$ cat src/rtl/perceptron_vote_display.sv
// Windowed majority vote over the perceptron's 1-bit classification stream.
// Reports each completed window as a decision pulse and a 7-segment hex count.
module perceptron_vote_display #(
  parameter int WINDOW = 8,
  parameter int THRESH = 5
) (
  input  logic       clk,
  input  logic       rst,
  input  logic       sample_en,
  input  logic       class_in,
  input  logic       clear,
  output logic [3:0] ones_count,
  output logic       decision,
  output logic       decision_valid,
  output logic [6:0] seg
);

  localparam logic [3:0] WIN_LAST = 4'(WINDOW - 1);
  localparam logic [3:0] THRESH_C = 4'(THRESH);

  typedef enum logic [0:0] {
    COLLECT = 1'b0,
    REPORT  = 1'b1
  } state_t;

  state_t     state_r;
  state_t     state_nxt_s;
  logic [3:0] sample_cnt_r;
  logic [3:0] sample_cnt_nxt_s;
  logic [3:0] ones_nxt_s;
  logic [3:0] ones_total_s;
  logic       report_s;

  // Hex digit to {g,f,e,d,c,b,a} active-high segments.
  function automatic logic [6:0] seg_encode(input logic [3:0] digit);
    logic [6:0] segs;
    case (digit)
      4'h0:    segs = 7'h3F;
      4'h1:    segs = 7'h06;
      4'h2:    segs = 7'h5B;
      4'h3:    segs = 7'h4F;
      4'h4:    segs = 7'h66;
      4'h5:    segs = 7'h6D;
      4'h6:    segs = 7'h7D;
      4'h7:    segs = 7'h07;
      4'h8:    segs = 7'h7F;
      4'h9:    segs = 7'h6F;
      4'hA:    segs = 7'h77;
      4'hB:    segs = 7'h7C;
      4'hC:    segs = 7'h39;
      4'hD:    segs = 7'h5E;
      4'hE:    segs = 7'h79;
      4'hF:    segs = 7'h71;
      default: segs = 7'h00;
    endcase
    return segs;
  endfunction

  // Sample acceptance and window bookkeeping; the REPORT cycle accepts samples
  // like COLLECT, so back-to-back windows lose nothing.
  always_comb begin
    sample_cnt_nxt_s = sample_cnt_r;
    ones_nxt_s       = ones_count;
    report_s         = 1'b0;
    ones_total_s     = ones_count + {3'b000, class_in};
    if (clear) begin
      sample_cnt_nxt_s = 4'd0;
      ones_nxt_s       = 4'd0;
    end else if (sample_en) begin
      if (sample_cnt_r == WIN_LAST) begin
        report_s         = 1'b1;
        sample_cnt_nxt_s = 4'd0;
        ones_nxt_s       = 4'd0;
      end else begin
        sample_cnt_nxt_s = sample_cnt_r + 4'd1;
        ones_nxt_s       = ones_total_s;
      end
    end else begin
      sample_cnt_nxt_s = sample_cnt_r;
      ones_nxt_s       = ones_count;
    end
  end

  // Next-state selection; REPORT always lasts a single cycle.
  always_comb begin
    state_nxt_s = COLLECT;
    case (state_r)
      COLLECT: begin
        if (report_s) begin
          state_nxt_s = REPORT;
        end else begin
          state_nxt_s = COLLECT;
        end
      end
      REPORT:  state_nxt_s = COLLECT;
      default: state_nxt_s = COLLECT;
    endcase
  end

  // State, counters and registered outputs.
  always_ff @(posedge clk) begin
    if (rst) begin
      state_r        <= COLLECT;
      sample_cnt_r   <= 4'd0;
      ones_count     <= 4'd0;
      decision       <= 1'b0;
      decision_valid <= 1'b0;
      seg            <= 7'h00;
    end else begin
      state_r        <= state_nxt_s;
      sample_cnt_r   <= sample_cnt_nxt_s;
      ones_count     <= ones_nxt_s;
      decision_valid <= report_s;
      if (report_s) begin
        decision <= (ones_total_s >= THRESH_C);
        seg      <= seg_encode(ones_total_s);
      end
    end
  end

endmodule

$ cat config.mk
export PLATFORM = sky130hd
export DESIGN_NAME = perceptron_vote_display
export DESIGN_NICKNAME = d
export VERILOG_FILES = /design/src/rtl/perceptron_vote_display.sv
export SDC_FILE = /design/constraint.sdc
export NUM_CORES = 1
export LEC_CHECK = 0
export ABC_AREA = 1
export BUFFER_PORTS_ARGS = -buffer_cell sky130_fd_sc_hd__clkbuf_2
export CELL_PAD_IN_SITES_DETAIL_PLACEMENT = 0
export CELL_PAD_IN_SITES_GLOBAL_PLACEMENT = 1
export CORE_MARGIN = 2
export CORE_UTILIZATION = 35
export CTS_CLUSTER_SIZE = 25
export DETAILED_ROUTE_END_ITERATION = 12
export GPL_TIMING_DRIVEN = 1
export PLACE_DENSITY_LB_ADDON = 0.15
export SLEW_MARGIN = 0
export SYNTH_ARGS = -nofsm -noshare
export SYNTH_HDL_FRONTEND = slang
export SYNTH_SLANG_ARGS = --single-unit
$ cat constraint.sdc
create_clock -name clk -period 1.76 [get_ports clk]
set_input_delay 0 -clock clk [delete_from_list [all_inputs] [get_ports clk]]
set_output_delay 0 -clock clk [all_outputs]
set_load 0.02 [all_outputs]
==> impl_metrics.tcl <==
set metrics [dict create \
    pre_cts_slack_ns -0.009087 \
    synth_warnings 0 \
    dp_hpwl_mm 1.764 \
    pwr-share-comb_pct 11.7 \
    hold_end "decision$_SDFFE_PP0P_" \
    switching_share_pct 26.19 \
    slew_violations 0 \
    post_cts_buffers 0 \
    slowest_delay_ns 0.35 \
    drt_iter0_markers 52 \
    holdCritPathClass "in -> reg" \
    die_x_um 59.22 \
    placedCellCount 206 \
    p_seq_share_pct 56.8 \
    root_buffer "clkbuf_4" \
    die_area_um2 3507 \
    cpMaxStageDelayCell "dfxtp_2" \
    worst_slack_ns 0.1205 \
    async_flop_share_pct 0 \
    max_cap_viol_count 0 \
    arrival_ns 1.87 \
    clkLatencyLatePin_ns 0.29 \
    r2r-end "seg[3]$_SDFFE_PP0P_" \
    slew-limit-headroom_pct 80.92 \
    power.density_nw_per_um2 549.8 \
    cts_tree "built" \
    r2r_slack_ns 0.12 \
    nets 194 \
    start_kind "flop" \
    fp.dieH_um 59.22 \
    wl_mm 2.217 \
    hold_viol 1 \
    crit_path_end_kind "flop" \
    overflow 0 \
    placementRows 20 \
    post-route-drc-count 0 \
    routedWlPerCell_um 10.51 \
    hp-start "rst" \
    final.fill_count 334 \
    crit_path_max_fanout 4 \
    ir_drop_mv 0.1804 \
    critPathKind "reg -> reg" \
    setup_tns_ns 0 \
    hold_depth 2 \
    netlist_instances 155 \
    start_util_pct 35.84 \
    grt_max_degree 13 \
    fin_crit_sh_pct 93.15 \
    clk_pin_slew_ns 0.11 \
    gp_congestion 0.8007 \
    cts_made_buffers 3 \
    clock-sinks 17 \
    synth-seq-cells 17 \
    core_area_um2 2978 \
    avgSynthCellArea_um2 6.886 \
    p_int_w 0.0005067 \
    status "finished with violations" \
    fmax_mhz 609.9 \
    antenna_cells 0 \
    drive_gt1_share_pct 23.03 \
    synth_edf_count 0 \
    synth_fp_nets 170 \
    switchingPower_w 0.0001798 \
    area_growth_pct 17.00 \
    ys_types 21 \
    firstDrtPassIters 4 \
    leakagePower_nw 0.6019 \
    via_per_inst 4.649 \
    numPortBuffers 17 \
    timing.rr.start "ones_count[0]$_SDFFE_PP0P_" \
    vias 981 \
    grt_pass1_wl_mm 4.105 \
    reg2reg_depth 11 \
    synthFlopType "dfxtp_1" \
    instances_no_fill 211 \
    path_cells "ha_2 > ha_4 > buf_4 > ha_1 > inv_1 > nand3_1 > nand2_1 > nand2_1 > nand2_1 > nand2_1 > a21oi_1" \
    fin_skew_ns 0.008184 \
    crit_top_cell "nand2_1" \
    synth_area_um2 1067 \
    grt.total_usage_pct 15.33 \
    cts_max_path_buffers 2 \
    grt_pass1_vias 969 \
    required_ns 1.99 \
    min_period_ns 1.639 \
    power_frac_clock_pct 31.5 \
    tightestPinTransition_ns 0.2858 \
    ant_nets 0 \
    synth_seq_area_share_pct 31.89 \
    io_pins 18 \
    critPathLaunch "ones_count[0]$_SDFFE_PP0P_" \
    violations "hold timing" \
    setup_viol 0 \
    hold_ws_ns -0.003370 \
    htreeDepth 1 \
    antenna_found_initial 0 \
    rsz0062_at_grt "false" \
]
-- Yosys cell counts (2+ instances only) --
cell	number	share of area [%]
buf_6	2	2.1
a21oi_1	9	4.2
nand3_1	13	6.1
nor2_1	13	4.6
nand2_2	6	3.5
nand4_1	2	1.2
nand2_1	41	14
inv_2	2	0.70
ha_1	10	12
dfxtp_1	17	32
inv_1	24	8.4
o21ai_0	3	1.4
o21ai_2	3	2.5
o21ai_1	3	1.4
-- how the worst max path moves through the flow --
stage	slack [ns]	endpoint
final	0.12	seg[3]$_SDFFE_PP0P_
after global routing	0.002	seg[3]$_SDFFE_PP0P_
after CTS	0.08	seg[3]$_SDFFE_PP0P_
after detailed placement	-0.009	seg[3]$_SDFFE_PP0P_
after global placement	0.003	seg[3]$_SDFFE_PP0P_
after floorplan	0.03	seg[3]$_SDFFE_PP0P_
-- power groups by stage --
stage               clock network (W)  logic [W]  registers, W
finish                       0.000216  0.0000805      0.000390
global route                 0.000247  0.0000924      0.000390
CTS                          0.000224  0.0000809      0.000390
detailed placement                  0  0.0000770      0.000398
global placement                    0  0.0000770      0.000398
floorplan                           0  0.0000543      0.000400
-- timing repair --
action                                  CTS  global route
endpoints found under the setup margin    2             4
hold endpoints to repair                  1             0
hold buffers                              1             0
resized for setup                         4             1
-- critical path: cells and delay by family, from the launching register on --
kind	cells	cell delay (ns)
compound gates	1	0.11
flops	1	0.35
simple gates	5	0.31
fa+ha+maj	3	0.59
buf+inv	2	0.21
-- layout by cell type, fill, tap and decap left out, types with 4 or more instances in the layout --
cell type / netlist / final
a21oi_1: 9 / 9
ha_1: 10 / 7
buf_4: 1 / 4
nand2_1: 41 / 41
nand3_1: 13 / 13
nand2_2: 6 / 6
dfxtp_1: 17 / 16
inv_1: 24 / 23
clkbuf_2: 0 / 17
nor2_1: 13 / 13
o21ai_1: 3 / 4
-- metrics by stage --
stage          total power [W]  instance area [µm²]  util (%)  hold slack, ns
3_3_place_gp         0.0004753                 1195     40.13          0.2988
5_1_grt              0.0007290                 1249     41.93         0.01741
4_1_cts              0.0006941                 1246     41.85        0.006619
6_report             0.0006865                 1249     41.93       -0.003370
3_5_place_dp         0.0004755                 1195     40.13          0.2998
2_1_floorplan        0.0004538                 1069         -          0.1548
-- layer usage --
metal  vias up  track usage [%]  part of all wire [%]
met1       429            19.71                    50
met5         -                0                     0
li1        532                -                     -
met4         0            5.844                   1.6
met2        16            24.96                    46
met3         4            3.275                   2.0
-- flip-flops by register name, summed over array words and instances (netlist names) --
signal	cells
ones_count	4
seg	7
sample_cnt_r	4
decision_valid	1
decision	1
-- cells by family (layout without fill, tap and decap cells) --
logic type	Yosys count	in the layout	synth area share (%)
buffers and inverters	29	52	11.96
adder cells (fa/ha/maj)	10	10	11.72
AND/OR/NAND/NOR	77	77	31.77
flip-flops	17	17	31.89
AO/OA/AOI/OAI	21	21	11.84
XOR/XNOR	1	1	0.8208
-- layout make-up --
cell class | instances | area [µm²] | share of cell area [%]
Sequential cell | 17 | 341.6 | 27.35
Tap cell | 33 | 41.29 | 3.307
Timing Repair Buffer | 22 | 125.1 | 10.02
Multi-Input combinational cell | 109 | 616.8 | 49.40
Clock buffer | 4 | 26.28 | 2.104
Inverter | 26 | 97.59 | 7.816
(Power assumes the default switching activity.)
